## src/rtl/led_sweep_scheduler_if.sv

```systemverilog
// Bus bundle between the LED sweep scheduler and whoever drives it.
// The controller side (switches, prescaler tick, step period, soft clear)
// uses the master modport; the scheduler uses the slave modport.
interface led_sweep_scheduler_if #(
    parameter int N_LEDS = 4,
    parameter int CNT_W  = 8
);
    logic              tick;
    logic [2:0]        sw;
    logic [CNT_W-1:0]  period;
    logic              clr;
    logic [N_LEDS-1:0] led;
    logic              dir;
    logic              paused;
    logic              step_pulse;

    modport master (
        output tick, sw, period, clr,
        input  led, dir, paused, step_pulse
    );

    modport slave (
        input  tick, sw, period, clr,
        output led, dir, paused, step_pulse
    );
endinterface

```

## src/rtl/led_sweep_scheduler.sv

```systemverilog
// LED chaser sequencer.
// Raw mode switches are synchronised (2 flops) and debounced (DEB_CYCLES
// consecutive disagreeing cycles), then decoded into forward / reverse /
// hold commands. One FSM (IDLE, RUN, PAUSE) owns the LED position, the
// direction and the tick divider; all outputs are registered.
// Build option: define LED_SWEEP_BOUNCE_EN for ping-pong stepping (the
// sweep turns around at either end of the ring instead of wrapping).
module led_sweep_scheduler #(
    parameter int N_LEDS     = 4,
    parameter int CNT_W      = 8,
    parameter int DEB_CYCLES = 16
) (
    input  logic                 clk,
    input  logic                 rst,
    led_sweep_scheduler_if.slave sched_if
);

    localparam int POS_W = (N_LEDS > 1) ? $clog2(N_LEDS) : 1;
    localparam int DEB_W = $clog2(DEB_CYCLES + 1);

    localparam logic [POS_W-1:0] POS_LAST = POS_W'(N_LEDS - 1);
    localparam logic [DEB_W-1:0] DEB_LAST = DEB_W'(DEB_CYCLES - 1);

    localparam logic [1:0] ST_IDLE  = 2'd0;
    localparam logic [1:0] ST_RUN   = 2'd1;
    localparam logic [1:0] ST_PAUSE = 2'd2;

    // One step along the ring: returns {new_dir, new_pos}. In ping-pong
    // builds the direction flips when the step leaves an end LED.
    function automatic logic [POS_W:0] advance(input logic [POS_W-1:0] pos,
                                               input logic             fwd);
        logic [POS_W-1:0] nxt;
        logic             nfwd;
        nfwd = fwd;
`ifdef LED_SWEEP_BOUNCE_EN
        if (fwd) begin
            if (pos == POS_LAST) begin
                nxt  = POS_LAST - POS_W'(1);
                nfwd = 1'b0;
            end else begin
                nxt = pos + POS_W'(1);
            end
        end else begin
            if (pos == '0) begin
                nxt  = POS_W'(1);
                nfwd = 1'b1;
            end else begin
                nxt = pos - POS_W'(1);
            end
        end
`else
        if (fwd) begin
            if (pos == POS_LAST) begin
                nxt = '0;
            end else begin
                nxt = pos + POS_W'(1);
            end
        end else begin
            if (pos == '0) begin
                nxt = POS_LAST;
            end else begin
                nxt = pos - POS_W'(1);
            end
        end
`endif
        return {nfwd, nxt};
    endfunction

    // One-hot LED pattern for a ring position.
    function automatic logic [N_LEDS-1:0] onehot(input logic [POS_W-1:0] pos);
        logic [N_LEDS-1:0] one;
        one = {{(N_LEDS-1){1'b0}}, 1'b1};
        return one << pos;
    endfunction

    // ---------------------------------------------------------------
    // Switch input path
    // ---------------------------------------------------------------
    logic [2:0]       sync1_q;
    logic [2:0]       sync2_q;
    logic [2:0]       deb_q;
    logic [2:0]       deb_d;
    logic [DEB_W-1:0] deb_cnt_q [3];
    logic [DEB_W-1:0] deb_cnt_d [3];
    logic [1:0]       deb_prev_q;

    // Debounce: accept a new switch value only after DEB_CYCLES consecutive
    // cycles of disagreement; any agreeing cycle restarts the count.
    always_comb begin
        deb_d = deb_q;
        for (int i = 0; i < 3; i++) begin
            deb_cnt_d[i] = '0;
            if (sync2_q[i] != deb_q[i]) begin
                if (deb_cnt_q[i] == DEB_LAST) begin
                    deb_d[i]     = sync2_q[i];
                    deb_cnt_d[i] = '0;
                end else begin
                    deb_cnt_d[i] = deb_cnt_q[i] + DEB_W'(1);
                end
            end else begin
                deb_cnt_d[i] = '0;
            end
        end
    end

    // Synchroniser and debounce registers; only rst clears them, so a soft
    // clear does not restart the switch filtering.
    always_ff @(posedge clk) begin
        if (rst) begin
            sync1_q    <= 3'b000;
            sync2_q    <= 3'b000;
            deb_q      <= 3'b000;
            deb_prev_q <= 2'b00;
            for (int i = 0; i < 3; i++) begin
                deb_cnt_q[i] <= '0;
            end
        end else begin
            sync1_q    <= sched_if.sw;
            sync2_q    <= sync1_q;
            deb_q      <= deb_d;
            deb_prev_q <= deb_q[1:0];
            for (int i = 0; i < 3; i++) begin
                deb_cnt_q[i] <= deb_cnt_d[i];
            end
        end
    end

    // ---------------------------------------------------------------
    // Command decode
    // ---------------------------------------------------------------
    logic cmd_fwd_s;
    logic cmd_rev_s;
    logic cmd_none_s;
    logic hold_s;
    logic cmd_edge_s;

    assign cmd_fwd_s  = deb_q[0] & ~deb_q[1];
    assign cmd_rev_s  = ~deb_q[0] & deb_q[1];
    assign cmd_none_s = (deb_q[0] == deb_q[1]);
    assign hold_s     = deb_q[2] | cmd_none_s;
    // A fresh fwd/rev decode; only this may override the running direction,
    // so a ping-pong turn-around is not undone by a steadily held switch.
    assign cmd_edge_s = (deb_q[1:0] != deb_prev_q);

    // ---------------------------------------------------------------
    // Sequencer FSM
    // ---------------------------------------------------------------
    logic [1:0]        state_q;
    logic [1:0]        state_d;
    logic [POS_W-1:0]  pos_q;
    logic [POS_W-1:0]  pos_d;
    logic [CNT_W-1:0]  div_cnt_q;
    logic [CNT_W-1:0]  div_cnt_d;
    logic              dir_q;
    logic              dir_d;
    logic [N_LEDS-1:0] led_q;
    logic [N_LEDS-1:0] led_d;
    logic              paused_q;
    logic              paused_d;
    logic              step_pulse_q;
    logic              step_s;
    logic [POS_W:0]    adv_s;

    assign adv_s = advance(pos_q, dir_q);

    // Next-state logic: hold beats stepping, and a tick seen in PAUSE or in
    // the cycle that enters PAUSE is dropped.
    always_comb begin
        state_d   = state_q;
        pos_d     = pos_q;
        div_cnt_d = div_cnt_q;
        dir_d     = dir_q;
        step_s    = 1'b0;
        case (state_q)
            ST_IDLE: begin
                if (cmd_fwd_s && !deb_q[2]) begin
                    state_d   = ST_RUN;
                    dir_d     = 1'b1;
                    pos_d     = '0;
                    div_cnt_d = '0;
                end else if (cmd_rev_s && !deb_q[2]) begin
                    state_d   = ST_RUN;
                    dir_d     = 1'b0;
                    pos_d     = POS_LAST;
                    div_cnt_d = '0;
                end else begin
                    state_d = ST_IDLE;
                end
            end
            ST_RUN: begin
                if (hold_s) begin
                    state_d = ST_PAUSE;
                end else begin
                    if (sched_if.tick) begin
                        if (div_cnt_q >= sched_if.period) begin
                            step_s    = 1'b1;
                            div_cnt_d = '0;
                            pos_d     = adv_s[POS_W-1:0];
                            dir_d     = adv_s[POS_W];
                        end else begin
                            div_cnt_d = div_cnt_q + CNT_W'(1);
                        end
                    end else begin
                        div_cnt_d = div_cnt_q;
                    end
                    // Switch edge takes precedence over an internal turn-around.
                    if (cmd_edge_s) begin
                        dir_d = cmd_fwd_s;
                    end else begin
                        dir_d = dir_d;
                    end
                end
            end
            ST_PAUSE: begin
                if (!hold_s) begin
                    state_d = ST_RUN;
                    dir_d   = cmd_fwd_s;
                end else begin
                    state_d = ST_PAUSE;
                end
            end
            default: begin
                state_d   = ST_IDLE;
                pos_d     = '0;
                div_cnt_d = '0;
                dir_d     = 1'b1;
            end
        endcase
    end

    // Output decode from the next state so LEDs and flags line up with it.
    always_comb begin
        led_d    = '0;
        paused_d = 1'b0;
        if (state_d == ST_IDLE) begin
            led_d = '0;
        end else begin
            led_d = onehot(pos_d);
        end
        if (state_d == ST_PAUSE) begin
            paused_d = 1'b1;
        end else begin
            paused_d = 1'b0;
        end
    end

    // FSM state and registered outputs; soft clear behaves like reset here.
    always_ff @(posedge clk) begin
        if (rst || sched_if.clr) begin
            state_q      <= ST_IDLE;
            pos_q        <= '0;
            div_cnt_q    <= '0;
            dir_q        <= 1'b1;
            led_q        <= '0;
            paused_q     <= 1'b0;
            step_pulse_q <= 1'b0;
        end else begin
            state_q      <= state_d;
            pos_q        <= pos_d;
            div_cnt_q    <= div_cnt_d;
            dir_q        <= dir_d;
            led_q        <= led_d;
            paused_q     <= paused_d;
            step_pulse_q <= step_s;
        end
    end

    assign sched_if.led        = led_q;
    assign sched_if.dir        = dir_q;
    assign sched_if.paused     = paused_q;
    assign sched_if.step_pulse = step_pulse_q;

endmodule

```

## src/flat_wrapper.sv

```systemverilog
// flat-port wrapper written by rule: the top's interface ports become plain ports
module led_sweep_scheduler_flat 
#(
    parameter int N_LEDS     = 4,
    parameter int CNT_W      = 8,
    parameter int DEB_CYCLES = 16
)
  (clk, rst, sched_if_tick, sched_if_sw, sched_if_period, sched_if_clr, sched_if_led, sched_if_dir, sched_if_paused, sched_if_step_pulse);
  led_sweep_scheduler_if #(.N_LEDS(N_LEDS), .CNT_W(CNT_W)) sched_if_i ();
  input  logic clk;
  input  logic rst;
  input wire logic [$bits(sched_if_i.tick)-1:0] sched_if_tick;
  input wire logic [$bits(sched_if_i.sw)-1:0] sched_if_sw;
  input wire logic [$bits(sched_if_i.period)-1:0] sched_if_period;
  input wire logic [$bits(sched_if_i.clr)-1:0] sched_if_clr;
  output wire logic [$bits(sched_if_i.led)-1:0] sched_if_led;
  output wire logic [$bits(sched_if_i.dir)-1:0] sched_if_dir;
  output wire logic [$bits(sched_if_i.paused)-1:0] sched_if_paused;
  output wire logic [$bits(sched_if_i.step_pulse)-1:0] sched_if_step_pulse;
  assign sched_if_i.tick = sched_if_tick;
  assign sched_if_i.sw = sched_if_sw;
  assign sched_if_i.period = sched_if_period;
  assign sched_if_i.clr = sched_if_clr;
  assign sched_if_led = sched_if_i.led;
  assign sched_if_dir = sched_if_i.dir;
  assign sched_if_paused = sched_if_i.paused;
  assign sched_if_step_pulse = sched_if_i.step_pulse;
  led_sweep_scheduler #(.N_LEDS(N_LEDS), .CNT_W(CNT_W), .DEB_CYCLES(DEB_CYCLES)) u_core (.clk(clk), .rst(rst), .sched_if(sched_if_i));
endmodule
```

## config.mk

```make
export PLATFORM = sky130hd
export DESIGN_NAME = led_sweep_scheduler_flat
export DESIGN_NICKNAME = d
export VERILOG_FILES = /design/src/rtl/led_sweep_scheduler_if.sv /design/src/rtl/led_sweep_scheduler.sv /design/src/flat_wrapper.sv
export SDC_FILE = /design/constraint.sdc
export NUM_CORES = 1
export LEC_CHECK = 0
export BUFFER_PORTS_ARGS = -buffer_cell sky130_fd_sc_hd__buf_2
export CORE_ASPECT_RATIO = 1.1
export CORE_MARGIN = 2
export CORE_UTILIZATION = 58
export DETAILED_ROUTE_END_ITERATION = 8
export MAX_ROUTING_LAYER = met4
export PLACE_DENSITY = 0.84
export SLEW_MARGIN = 20
export SYNTH_ARGS = -nofsm -noshare
export SYNTH_HDL_FRONTEND = slang
export SYNTH_SLANG_ARGS = --single-unit
```

## constraint.sdc

```tcl
create_clock -name clk -period 2.8 [get_ports clk]
set_clock_uncertainty 0.1 [all_clocks]
set_input_delay 0.14 -clock clk [delete_from_list [all_inputs] [get_ports clk]]
set_output_delay 0.14 -clock clk [all_outputs]
set_load 0.02 [all_outputs]
```

======== Word-level counts from Yosys, hierarchy flattened ========
Memories as Yosys holds them, arrays and structs flattened.
Cells that the tools add are included.
word-level totals
  register bits ........................... 30
  bits in latches ......................... 0
  memory bits (writable) .................. 15
  memory bits (read-only) ................. 0
  input bits .............................. 15
  memories kept ........................... 1
operators by class
  add/subtract/negate cells ............... 6
  multipliers ............................. 0
  divide/modulo/power cells ............... 0
  order comparisons ....................... 1
  eq/ne operators ......................... 17
  shift operators ......................... 1
  muxes and demuxes ....................... 40
  bitwise gates (word level) .............. 11
  reductions and logical operators ........ 14
memory list
  name              depth  bits a word  rd ports  clocked after memory_dff  write ports  line                       RTL
  u_core.deb_cnt_q  3      5            3         0                         3            led_sweep_scheduler.sv:83  logic [DEB_W-1:0] deb_cnt_q [3];
operators with widths
  operator                                              count
  2-to-1 mux 5 bit                                      9
  2-to-1 mux 8 bit                                      5
  one-hot mux 8 bit (3 select lines)                    1
  2-to-1 mux 2 bit                                      11
  adder 5 x 1 -> 5 bit (second input constant)          3
  equality test 5 x 4 -> 1 bit (second input constant)  3
  one-hot mux 2 bit (3 select lines)                    2
  2-to-1 mux 1 bit                                      11
  adder 8 x 1 -> 8 bit (second input constant)          1
  >= comparator 8 bit                                   1
  AND reduction 4 bit                                   2
  equality test 2 bit (second input constant)           3
  logical NOT 2 bit                                     3
  != test 2 bit (second input constant)                 3
  AND reduction 2 bit                                   3
  NOT 1 bit                                             5
  OR 1 bit                                              4
  OR reduction 4 bit                                    1
  left shift 1 x 2 -> 4 bit (first input constant)      1
  != test 1 bit                                         3
  != test 3 x 1 -> 1 bit (second input constant)        1
  one-hot mux 1 bit (3 select lines)                    1
  adder 2 x 1 -> 2 bit (second input constant)          1
  bitwise AND 1 bit                                     2
  other kinds (9)                                       10

======== Depth between registers and ports, before layout ========
  word-level depth ........................ 8
  depth in mapped cells ................... 9

======== Worst setup path after synthesis ========
No wires, ideal clock.
  kind .................................... register -> register
  start point ............................. register u_core.deb_q[0]
  end point ............................... register u_core.div_cnt_q[6]
  library setup time ...................... 0.115 ns
  arrival time ............................ 2.212 ns
  setup slack ............................. 0.373 ns
  stages on the path, launching flop included .. 10
  buffers on the path ..................... 1
  period minus slack after synthesis ...... 2.427 ns
  cell sequence ........................... dfxtp_1 inv_1 ha_1 or3b_4 buf_6 a221oi_4 nand4_2 or2_1 xor2_1 nor2_2
on the way
  word-level cells in the longest chain between the ends .. 5
  elaborated cells between the ends (all ways) .. 12
  those cells by class .................... 3 x eq/ne; 2 x mux; 4 x bitwise; 3 x reduce/logical
ends and longest elaborated chain
  element                                  line                        RTL
  start, declared                          led_sweep_scheduler.sv:81   logic [2:0] deb_q;
  start signal, assigned                   led_sweep_scheduler.sv:112  deb_q <= 3'b000;
  start signal, assigned                   led_sweep_scheduler.sv:120  deb_q <= deb_d;
  NOT 1 bit                                led_sweep_scheduler.sv:138  assign cmd_rev_s = ~deb_q[0] & deb_q[1];
  bitwise AND 1 bit                        led_sweep_scheduler.sv:138
  logical AND 1 bit                        led_sweep_scheduler.sv:181  end else if (cmd_rev_s && !deb_q[2]) begin
  != test 3 x 1 -> 1 bit (no source line)  -
  AND reduction 4 bit (no source line)     -
  end signal, assigned                     led_sweep_scheduler.sv:260  div_cnt_q <= div_cnt_d;
  end, declared                            led_sweep_scheduler.sv:152  logic [CNT_W-1:0] div_cnt_q;
Several ways; a longest one is shown, not always the timed one.
A chain may end at the register's enable or synchronous reset.

======== Final worst setup path ========
  start point ............................. register u_core.div_cnt_q[1]
  end point ............................... register u_core.led_q[1], in the netlist u_core.sched_if.led[1]
on the way
  word-level cells in the longest chain between the ends .. 6
ends and longest elaborated chain
  element                             line                        RTL
  >= comparator 8 bit                 led_sweep_scheduler.sv:195  if (div_cnt_q >= sched_if.period) begin
  2-to-1 mux 2 bit                    led_sweep_scheduler.sv:195
  2-to-1 mux 2 bit                    led_sweep_scheduler.sv:194  if (sched_if.tick) begin
  2-to-1 mux 2 bit                    led_sweep_scheduler.sv:191  if (hold_s) begin
  one-hot mux 2 bit (3 select lines)  led_sweep_scheduler.sv:174  case (state_q)
  left shift 1 x 2 -> 4 bit           led_sweep_scheduler.sv:73   return one << pos;
  end signal, assigned                led_sweep_scheduler.sv:262  led_q <= led_d;
  end, declared                       led_sweep_scheduler.sv:156  logic [N_LEDS-1:0] led_q;
Every way passes these cells.

==> impl_summary.md <==
Drt
The total via count in the routed design is 1591. Dividing the detail-routed via count by the number of cells gives 5.149. Dividing the detail-routed wire length by the instance count gives 11.72 um. The DRC violation count after routing is 0.

The pre-antenna-repair detailed-routing pass consisted of 4 iterations. After detailed routing, the total wire length is 3.620 mm. The post-detailed-route count of antenna-violating nets is 0.

The starting DRC count in detailed routing is 68.

Global route
The via count of the first global-routing pass is 1567. Global routing consumed, over all layers together, 20.49% of the routing resources. The first global-routing pass estimated 6.596 mm of wire. The number of antenna violations at the first check in global routing is 0. The global route total overflow is 0. The pin count of the biggest net entering global routing is 19.

CTS
TritonCTS built the clock tree. In this run, post-CTS repair resized a total of 0 instances. Clock tree synthesis inserted a total of 5 buffers.

The later pin in the worst-skew pair is clocked with a latency of 0.29 ns. The cell at the root of the clock tree is clkbuf_8. The number of setup buffers added after CTS is 0. In this run the deepest clock path goes through 2 buffers. After clock tree synthesis, the clock-pin slew on the worst setup and hold paths is 0.08 ns. The H-tree depth is 2.

The number of clock sinks seen by CTS is 45.

Worst setup path
Following the worst setup path forward leads to its endpoint at u_core.sched_if.led[1]. The most critical setup path has its startpoint at u_core.div_cnt_q[1]. The worst register-to-register path has a depth of 7. The category of the worst setup path capture point is a register.

Setup slack on the worst reg-to-reg path comes out at 0.38 ns. The worst reg2reg path endpoint is u_core.sched_if.led[1]. The data required time at the worst endpoint is 2.91 ns. The start of the worst register-to-register path is u_core.div_cnt_q[1].

In this run the worst path has a maximum fanout of 5. The path type of the worst setup path is register to register. The worst setup path is launched from a register.

STA puts the critical path data arrival time at 2.53 ns.

Placement
After detailed placement, the total cell area comes to 2303 um^2. The final weighted congestion in routability-driven placement is 0.8300. The detailed placement HPWL is 2.639 mm. The number of buffers added on ports is 21.

Floorplanning
The floorplan step set the die height to 67.98 um. The die footprint is 4226 um^2. The die is 62.17 um wide. The effective utilization at floorplan is 60.00%.

The initialized floorplan defines 23 standard-cell rows. During I/O placement, the number of pins put on the boundary was 22. The region available for standard cell placement spans 3597 um^2.

Synthesis
The number of enable flip-flop cells after synthesis is 0. The most used flip-flop cell after synthesis is dfxtp_1. For this run, asynchronously set or reset flops after synthesis account for 0%. The total of warnings raised by yosys is 0.

The share of the Yosys chip area taken by registers is 41.74%. The post-synth net total is 268. After synthesis the netlist holds a flip-flop and latch count of 45. The total standard cell area after synthesis is 2158 um^2.

The mean cell area of the mapped netlist is 9.384 um^2. The number of distinct library cells after synthesis is 41. The post-synthesis cell count is 230.

STA
The total setup violations reported at the end of the flow is 0. For the finished layout, the period the worst path requires is 2.415 ns. Dividing the final minimum period by the clock period gives 86.27%. The number of pins with negative max-slew slack in the final report is 0. The headroom to the max-slew limit is 63.91%.

The sum of negative setup slack is 0 ns. Setup repair after global routing left no endpoint under its margin. At the pin with the least slew margin, the transition time is 0.5377 ns. The count of final hold-check violations came to 0. The fmax is 414.0 MHz.

Cells and area
Leaving out fill and tap cells, the most frequent cell in the layout is dfxtp_1. Leaving out fill and tap cells, the most frequent cells in the layout are dfxtp_1 (45), nor2_1 (35), ha_1 (23). The growth of design area from synthesis to finish is 13.51%. In the final layout, the share of cells above drive strength 1 is 13.51%. The final layout contains 296 nets.

0 antenna diodes ended up in the layout. Summing all non-filler instances in the final layout gives an area of 2450 um^2.

Power and ir drop
The power density of the placed cells is 482.4 nW/um^2. The worst IR drop on VDD is 403.7 uV. The total leakage power is 1.055 nW.

Status
The flow ran to the end, and the final reports show no timing, DRC or antenna violations.

Hold path
The source of the worst hold timing path is sched_if_clr. The tightest min-delay check is of the input pin to register type.

Flow run
The total of max-cap violations is 0.
final cells by class:
type | count | area [um^2]
Multi-Input combinational cell | 159 | 1145
Timing Repair Buffer | 25 | 142.6
Sequential cell | 45 | 900.9
Clock inverter | 1 | 30.03
Tap cell | 50 | 62.56
Clock buffer | 7 | 86.33
Fill cell | 297 | 1147
Inverter | 22 | 82.58
registers in the layout, summed over array words and instances (netlist names), 2 cells and up:
signal / cells
u_core.deb_cnt_q: 15
u_core.div_cnt_q: 8
u_core.sched_if.led: 4
u_core.deb_q: 3
u_core.sync1_q: 3
u_core.sync2_q: 3
u_core.deb_prev_q: 2
u_core.pos_q: 2
u_core.state_q: 2
kinds of logic after synthesis:
group           share of synthesized area (%)
compound gates                          10.90
mux                                     1.855
xor+xnor                                7.710
flops                                   41.74
fa+ha+maj                               13.33
simple gates                            19.25
buf+inv                                 5.217
worst min path at each step:
stage                               end  slack [ns]  depth (start not counted)
floorplan             u_core.sync1_q[2]        0.11                          1
global placement      u_core.sync1_q[1]        0.25                          2
detailed placement    u_core.sync1_q[2]        0.26                          2
CTS                 u_core.sched_if.dir        0.05                          3
global route        u_core.sched_if.dir        0.07                          3
finish              u_core.sched_if.dir        0.06                          3
power breakdown:
part	switching, mW	internal (mW)	total (mW)
logic	0.0202	0.0208	0.0409
clock network	0.203	0.291	0.494
registers	0.00246	0.645	0.647
total	0.226	0.956	1.18
critical path, stage by stage (launching register included):
cell,delay (ns)
dfxtp_1,0.41
ha_1,0.27
nor2b_1,0.13
o31ai_1,0.34
a21o_1,0.24
a211oi_1,0.09
a311oi_1,0.51
nor3b_1,0.24
metrics by stage:
stage / std cells / hold slack [ns] / utilization (%) / worst slack, ns / power [mW]
CTS: 309 / 0.04550 / 68.10 / 0.3724 / 1.191
global placement: 298 / 0.2476 / 64.03 / 0.4881 / 0.6982
floorplan: 230 / 0.1116 / - / 0.3730 / 0.6832
global route: 309 / 0.07432 / 68.10 / 0.1591 / 1.227
finish: 309 / 0.05958 / 68.10 / 0.3846 / 1.182
detailed placement: 298 / 0.2561 / 64.03 / 0.4284 / 0.6999
synth_stat cells (3+ instances only):
master    number  area share [%]
nand4_1        3            0.87
ha_1          23              13
o21ai_0        4            0.93
mux2i_1        4             1.9
nand2b_1       3            0.87
a21oi_1        4            0.93
inv_1         22             3.8
nor2b_1        7             2.0
and3_1         5             1.4
or3_1          4             1.2
nand3_1        5             1.2
nor2_1        35             6.1
xor2_1         8             3.2
xnor2_1       11             4.5
a21o_1         6             2.1
nand2_1       10             1.7
nor3b_1        3             1.0
dfxtp_1       45              42
metal layers:
metal	vias to the layer above	GRT usage (%)	routed length, um	part of all wire (%)
li1	824	-	-	-
met1	728	21.23	1552	43
met2	32	38.86	1857	51
met3	7	4.605	141	3.9
met4	0	7.778	68	1.9
met5	-	-	0	0
repair_timing:
item / 4_1_cts / 5_1_grt
endpoints found under the setup margin: 0 / 0
hold endpoints to repair: 3 / 0
hold buffers: 3 / 0
(Power assumes the default switching activity.)
